==> src/rtl/seg_pkg.sv <==
// Shared constants for the seven-segment scan controller: register map,
// CTRL bit positions, scan FSM encodings and the hex-to-segment table.
package seg_pkg;

  localparam logic [3:0] REG_CTRL = 4'h8;  // word offset 0x20
  localparam logic [3:0] REG_DIV  = 4'h9;  // word offset 0x24

  localparam int CTRL_EN     = 0;
  localparam int CTRL_DECODE = 1;

  localparam logic [1:0] ST_IDLE  = 2'd0;
  localparam logic [1:0] ST_DRIVE = 2'd1;
  localparam logic [1:0] ST_BLANK = 2'd2;

  // Entry k is the active-high a..g pattern for hex digit k (bit7 unused here).
  localparam logic [15:0][7:0] HEX_SEG = {
    8'h71, 8'h79, 8'h5E, 8'h39, 8'h7C, 8'h77, 8'h6F, 8'h7F,
    8'h07, 8'h7D, 8'h6D, 8'h66, 8'h4F, 8'h5B, 8'h06, 8'h3F
  };

endpackage

==> src/rtl/seg_hex_decode.sv <==
// Combinational hex nibble to seven-segment pattern, with the decimal point
// passed through on bit 7.
module seg_hex_decode
  import seg_pkg::*;
(
  input  logic [3:0] nib_i,
  input  logic       dp_i,
  output logic [7:0] seg_o
);

  logic [7:0] hex_pat;

  assign hex_pat = HEX_SEG[nib_i];
  assign seg_o   = {dp_i, hex_pat[6:0]};

endmodule

==> src/rtl/seg_scan_ctrl.sv <==
// AHB-Lite slave that holds per-digit values and scans them onto a shared
// segment bus with programmable dwell and blank gaps between digits.
module seg_scan_ctrl
  import seg_pkg::*;
#(
  parameter int NDIG      = 4,
  parameter int DIV_W     = 16,
  parameter int BLANK_CYC = 2
) (
  input  logic        HCLK,
  input  logic        HRESET,
  input  logic        HSEL,
  input  logic [31:0] HADDR,
  input  logic [1:0]  HTRANS,
  input  logic [2:0]  HSIZE,
  input  logic [3:0]  HPROT,
  input  logic        HWRITE,
  input  logic [31:0] HWDATA,
  input  logic        HREADY,
  output logic        HREADYOUT,
  output logic        HRESP,
  output logic [31:0] HRDATA,
  output logic [2:0]  choose,
  output logic [7:0]  bin,
  output logic        frame_tick,
  output logic [1:0]  dbg_state_o
);

  // Bus handshake: a transfer is accepted when HSEL & HTRANS[1] & HREADY in
  // the address phase; the slave never stalls (HREADYOUT=1, HRESP=OKAY), so
  // the data phase always ends at the following edge, where writes commit.
  logic       ap_valid;
  logic       wr_q, wr_d;
  logic       rd_q, rd_d;
  logic [3:0] addr_q, addr_d;

  logic [7:0]       digit_q [8];
  logic [7:0]       digit_d [8];
  logic             en_q, en_d;
  logic             dec_q, dec_d;
  logic [DIV_W-1:0] div_q, div_d;
  logic [31:0]      rdata;

  logic [1:0]       state_q, state_d;
  logic [2:0]       idx_q, idx_d;
  logic [DIV_W-1:0] cnt_q, cnt_d;
  logic [2:0]       choose_q, choose_d;
  logic [7:0]       bin_q, bin_d;
  logic             tick_q, tick_d;

  logic [DIV_W-1:0] dwell_m1;
  logic [DIV_W-1:0] blank_m1;
  logic             last_idx;
  logic [2:0]       next_idx;
  logic [7:0]       raw_pat;
  logic [7:0]       hex_pat;
  logic [7:0]       pat;
  logic             unused_sink;

  assign ap_valid    = HSEL & HTRANS[1] & HREADY;
  assign unused_sink = ^{HTRANS[0], HSIZE, HPROT, HADDR[31:6], HADDR[1:0], HWDATA};

  always_comb begin
    wr_d   = ap_valid & HWRITE;
    rd_d   = ap_valid & ~HWRITE;
    addr_d = ap_valid ? HADDR[5:2] : addr_q;
  end

  always_comb begin
    digit_d = digit_q;
    en_d    = en_q;
    dec_d   = dec_q;
    div_d   = div_q;
    if (wr_q) begin
      if (addr_q == REG_CTRL) begin
        en_d  = HWDATA[CTRL_EN];
        dec_d = HWDATA[CTRL_DECODE];
      end else if (addr_q == REG_DIV) begin
        div_d = HWDATA[DIV_W-1:0];
      end else if (!addr_q[3] && (int'(addr_q[2:0]) < NDIG)) begin
        digit_d[addr_q[2:0]] = HWDATA[7:0];
      end
    end
  end

  always_comb begin
    rdata = 32'd0;
    if (rd_q) begin
      if (addr_q == REG_CTRL) begin
        rdata[CTRL_EN]     = en_q;
        rdata[CTRL_DECODE] = dec_q;
      end else if (addr_q == REG_DIV) begin
        rdata[DIV_W-1:0] = div_q;
      end else if (!addr_q[3] && (int'(addr_q[2:0]) < NDIG)) begin
        rdata[7:0] = digit_q[addr_q[2:0]];
      end
    end
  end

  // DIV=0 dwells like DIV=1; counters hold "cycles remaining minus one".
  assign dwell_m1 = (div_q == '0) ? '0 : div_q - 1'b1;
  assign blank_m1 = DIV_W'(BLANK_CYC - 1);
  assign last_idx = (idx_q == 3'(NDIG - 1));
  assign next_idx = last_idx ? 3'd0 : idx_q + 3'd1;

  always_comb begin
    state_d = state_q;
    idx_d   = idx_q;
    cnt_d   = cnt_q;
    tick_d  = 1'b0;
    if (!en_q) begin
      state_d = ST_IDLE;
      idx_d   = 3'd0;
      cnt_d   = '0;
    end else begin
      case (state_q)
        ST_IDLE: begin
          state_d = ST_DRIVE;
          idx_d   = 3'd0;
          cnt_d   = dwell_m1;
        end
        ST_DRIVE: begin
          if (cnt_q != '0) begin
            cnt_d = cnt_q - 1'b1;
          end else if (BLANK_CYC == 0) begin
            idx_d  = next_idx;
            cnt_d  = dwell_m1;
            tick_d = last_idx;
          end else begin
            state_d = ST_BLANK;
            cnt_d   = blank_m1;
          end
        end
        ST_BLANK: begin
          if (cnt_q != '0) begin
            cnt_d = cnt_q - 1'b1;
          end else begin
            state_d = ST_DRIVE;
            idx_d   = next_idx;
            cnt_d   = dwell_m1;
            tick_d  = last_idx;
          end
        end
        default: begin
          state_d = ST_IDLE;
          idx_d   = 3'd0;
          cnt_d   = '0;
        end
      endcase
    end
  end

  // Outputs are registered from the next state so they line up with state_q.
  assign raw_pat = digit_q[idx_d];

  seg_hex_decode u_hex (
    .nib_i (raw_pat[3:0]),
    .dp_i  (raw_pat[4]),
    .seg_o (hex_pat)
  );

  assign pat = dec_q ? hex_pat : raw_pat;

  always_comb begin
    choose_d = idx_d;
    bin_d    = (state_d == ST_DRIVE) ? pat : 8'h00;
  end

  always_ff @(posedge HCLK or posedge HRESET) begin
    if (HRESET) begin
      wr_q     <= 1'b0;
      rd_q     <= 1'b0;
      addr_q   <= 4'd0;
      en_q     <= 1'b0;
      dec_q    <= 1'b0;
      div_q    <= '0;
      state_q  <= ST_IDLE;
      idx_q    <= 3'd0;
      cnt_q    <= '0;
      choose_q <= 3'd0;
      bin_q    <= 8'h00;
      tick_q   <= 1'b0;
      for (int n = 0; n < 8; n++) digit_q[n] <= 8'h00;
    end else begin
      wr_q     <= wr_d;
      rd_q     <= rd_d;
      addr_q   <= addr_d;
      en_q     <= en_d;
      dec_q    <= dec_d;
      div_q    <= div_d;
      state_q  <= state_d;
      idx_q    <= idx_d;
      cnt_q    <= cnt_d;
      choose_q <= choose_d;
      bin_q    <= bin_d;
      tick_q   <= tick_d;
      for (int n = 0; n < 8; n++) digit_q[n] <= digit_d[n];
    end
  end

  assign HREADYOUT   = 1'b1;
  assign HRESP       = 1'b0;
  assign HRDATA      = rdata;
  assign choose      = choose_q;
  assign bin         = bin_q;
  assign frame_tick  = tick_q;
  assign dbg_state_o = state_q;

endmodule

==> config.mk <==
export PLATFORM = sky130hd
export DESIGN_NAME = seg_scan_ctrl
export DESIGN_NICKNAME = d
export VERILOG_FILES = /design/src/rtl/seg_pkg.sv /design/src/rtl/seg_hex_decode.sv /design/src/rtl/seg_scan_ctrl.sv
export SDC_FILE = /design/constraint.sdc
export NUM_CORES = 1
export LEC_CHECK = 0
export BUFFER_PORTS_ARGS = -buffer_cell sky130_fd_sc_hd__buf_2
export CORE_AREA = 3 3 132 134
export CTS_CLUSTER_SIZE = 10
export DETAILED_ROUTE_END_ITERATION = 8
export DIE_AREA = 0 0 135 137
export HOLD_SLACK_MARGIN = 0.15
export SLEW_MARGIN = 20
export SYNTH_ARGS = -nofsm -noshare
export SYNTH_HDL_FRONTEND = slang
export SYNTH_HIERARCHICAL = 1
export SYNTH_SLANG_ARGS = --single-unit
export TNS_END_PERCENT = 10
==> constraint.sdc <==
create_clock -name HCLK -period 3.9 [get_ports HCLK]
set_input_delay 0.78 -clock HCLK [delete_from_list [all_inputs] [get_ports HCLK]]
set_output_delay 0.78 -clock HCLK [all_outputs]
set_load 0.02 [all_outputs]
==> summary.txt <==
Run status
  • Outcome: completed

Synth
  • Leading register cell type out of synthesis: sky130_fd_sc_hd__dfrtp_1
  • Cell type with the highest aggregate area in the netlist: sky130_fd_sc_hd__dfrtp_1
  • Count of different cell masters after synthesis: 60
  • FF+latch count, synth: ~120
  • Number of instances in the synthesized netlist: approximately 570
  • Seq/Total Area, Yosys: a little under half
  • Leading post-synthesis cells by cell area: sky130_fd_sc_hd__dfrtp_1 (46%), sky130_fd_sc_hd__mux2_2 (9.9%), sky130_fd_sc_hd__mux2i_1 (6.6%), sky130_fd_sc_hd__ha_1 (2.9%), sky130_fd_sc_hd__mux4_2 (2.8%)
  • Count of flip-flops with a built-in enable after synthesis: 0
  • Netlist area before placement: between 6000 and 7000 µm²
  • Warnings, synthesis: 6
  • Mapped Avg Cell Area: around 11 µm²
  • Synth top area share: approximately 46%
  • Post-synth ARST share: 100%

CTS
  • Number of buffers created by CTS: 17
  • Clock buffer depth: 2
  • H-tree depth reported by CTS: 4
  • # clock sinks: around 120
  • Clock-pin slew on the worst setup and hold paths: 50 ps
  • CTS root buffer: sky130_fd_sc_hd__clkbuf_16
  • CTS tree: yes
  • Insertion delay of the later-clocked pin in the worst-skew pair: 410 ps

Critical path
  • CP startpoint kind: flip-flop
  • Launch instance of the worst register-to-register path: cnt_q[7]
  • Family with the most delay on the worst path: multiplexers
  • Worst EP arrival: ~4000 ps
  • Type of the worst setup path: flip-flop to flip-flop
  • Slowest cell delay on critical path: between 400 and 500 ps
  • Register-to-Register Path Depth: 14
  • Crit Path Max Fanout: 5
  • Critical Path End Type: flip-flop
  • CP Cell Sequence: nor3_1, nand4_4, mux2i_4, a21oi_4, buf_4, mux2i_4, mux2i_1, mux2_2, ha_1, mux2_2, a22oi_2, nor2_1, a2111oi_2, o221a_1
  • Total number of cells along the worst setup path: 14
  • Required time at the worst-slack endpoint: approximately 4200 ps
  • Standard cell with the maximum stage delay on the critical path: sky130_fd_sc_hd__nor3_1
  • End point of the critical path: bin[6]
  • Reg2reg setup slack: ~130 ps
  • Reg2Reg Capture Point: bin[6]
  • Worst setup path startpoint: cnt_q[7]
  • Combined buffer and inverter count along the critical path: 1

Global route
  • Number of global-route vias before repair: about 4500
  • Global-route wire length before repair: 23400 µm
  • Global-route usage over all layers: 16.5%
  • Final global-route overflow total: 0
  • Number of antenna violations at the first check in global routing: 0
  • Maximum number of pins on one net before global-route repair: 49

Worst hold path
  • Min-Delay Path Class: flip-flop to flip-flop

Layout
  • Top library cells by usage in the layout, fill and taps aside: sky130_fd_sc_hd__dfrtp_1 (118), sky130_fd_sc_hd__mux2_2 (60), sky130_fd_sc_hd__buf_2 (55)
  • Net count, final: a little over 700
  • Number of cells in the finished layout apart from fillers: around 860
  • Count of fill cells added during filler insertion: around 1500
  • Combined area of the multi-input logic cells: 3230 µm²
  • Storage element area: 2950 µm²
  • Growth of design area from synthesis to finish: 20.5%
  • Ant diodes: 0
  • Ratio of cells with drive above 1 in the final layout: 33.9%
  • Commonest non-fill, non-tap cell in the layout: sky130_fd_sc_hd__dfrtp_1

Power
  • Switching power summed over all nets: between 1.5 and 2 mW
  • Part of the total power dissipated in sequential elements: a little under a third
  • P_int: 3.59 mW
  • LEAKAGE: approximately 3.5 nW
  • Power share of the clock group: 32.8%
  • Power density over the cells: between 600 and 700 nW/µm²
  • Net Sw Frac: 32.9%
  • Maximum vdd ir drop: a little over 0.5 mV
  • Comb pwr share: approximately 36%
  • Total Power Consumption: between 5 and 6 mW

Die
  • Die Outline Area: between 15000 and 20000 µm²
  • Placement row count: between 40 and 50
  • Total core area: about 16000 µm²
  • I/O pin count: 126
  • Effective utilization at floorplan: 39.5%
  • Y dimension of the die: between 100 and 150 µm
  • Die Wd: 135 µm

Job
  • # Max-Cap Violations: 0

Drt
  • Post-route antenna net violation count: 0
  • Average wire per cell in the routed design: ~17 µm
  • Average vias per placed instance: about 5
  • Drt pass-1 iters: 4
  • Final routed DRC violation total: 0
  • Total Routed Length: 14800 µm
  • Iter 0 DRT Violations: 241
  • Overall via count from detail_route: 4417

STA
  • Actual transition at the worst max-transition pin: 1020 ps
  • Rel. slew slack: a little under a third
  • Hold Fails Final Rpt: 0
  • Worst-case clock skew: between 5 and 6 ps
  • Number of max-slew violations in the final report: 0
  • Final setup violation count: 0
  • Fmax achieved: between 0.2 and 0.3 GHz
  • Crit share post-route: 96.6%
  • Final Critical Period: between 3000 and 4000 ps

Placement
  • Final HPWL DP: 10700 µm
  • Cell total after placement: slightly above 800
  • Number of buffers inserted by port buffering: 55
  • Global placement routability congestion: around 0.8
metal layers:
layer  track usage, %  vias to the layer above  share of wire [%]
met5                0                        -                  0
met4             6.05                        0                1.3
met3             3.49                       22                3.5
met2             27.2                       99                 51
met1             21.5                     2194                 45
li1                 -                     2102                  -
worst min-delay path by stage:
stage / start / endpoint / slack [ps] / cells past startpoint
6_report: digit_q[13] / digit_q[13] / 370 / 0
2_1_floorplan: digit_q[13] / digit_q[13] / 420 / 1
5_1_grt: digit_q[24] / digit_q[24] / 380 / 0
4_1_cts: digit_q[13] / digit_q[13] / 370 / 0
3_5_place_dp: digit_q[13] / digit_q[13] / 360 / 0
3_3_place_gp: digit_q[7] / digit_q[7] / 360 / 0
cell type report:
cell class                      count  area share (%)
Tap cell                          220            3.53
Multi-Input combinational cell    380            41.3
Timing Repair Buffer               95            7.79
Sequential cell                   118            37.8
Inverter                           20            1.01
Clock inverter                      9            2.53
Clock buffer                       22            5.95
cell usage after synthesis (all sizes together), types with 5 or more instances:
cell / n
a211oi: 7
a21oi: 7
a22oi: 10
and2: 28
buf: 30
clkbuf: 40
dfrtp: 118
ha: 15
inv: 19
mux2: 69
mux2i: 43
mux4: 9
nand2: 23
nor2: 35
nor2b: 5
nor3: 9
nor4: 10
o21ai: 10
o221ai: 7
o22ai: 15
xnor2: 18
xor2: 10
stage by stage:
step	setup TNS (ps)	hold WS, ps	setup WS, ps	utilization (%)	area [µm²]
CTS	0	373	10.5	46.7	7670
global placement	0	361	16.9	42.7	7000
floorplan	0	422	165	-	6540
global route	-67.6	384	-44.3	47.6	7800
finish	0	368	134	47.6	7800
detailed placement	-40.4	361	-40.4	42.7	7000
cell families (layout without fill, tap and decap cells):
logic type	count (synthesis)	count (layout)	share of synthesized area [%]
simple gates	133	133	11.4
mux	121	121	21.9
flops	118	118	45.6
buf+inv	90	146	6.99
compound gates	65	65	7.32
xor+xnor	28	28	3.79
fa+ha+maj	15	15	2.90
other cells	2	18	0.116
sequential cells by signal, summed over array words and instances, names as in the netlist:
signal / flops
en_q: 1
dec_q: 1
cnt_q: 16
dbg_state_o: 2
wr_q: 1
bin: 8
frame_tick: 1
digit_q: 64
div_q: 16
choose: 3
rd_q: 1
addr_q: 4
what timing repair did:
| item | CTS | global route |
|---|---|---|
| pin swaps | 1 | 2 |
| setup endpoints to repair | 5 | 6 |
| cloned | 0 | 0 |
| hold buffers | 0 | 0 |
| setup buffers | 0 | 4 |
| resized for setup | 1 | 21 |
power by group through the flow:
stage / Sequential [mW] / Clock [mW] / Combinational (mW)
floorplan: 1.68 / 0 / 1.32
global placement: 1.68 / 0 / 1.79
detailed placement: 1.70 / 0 / 1.83
CTS: 1.68 / 1.79 / 1.85
global route: 1.73 / 1.84 / 2.10
finish: 1.69 / 1.76 / 1.91
(Power assumes the default switching activity.)
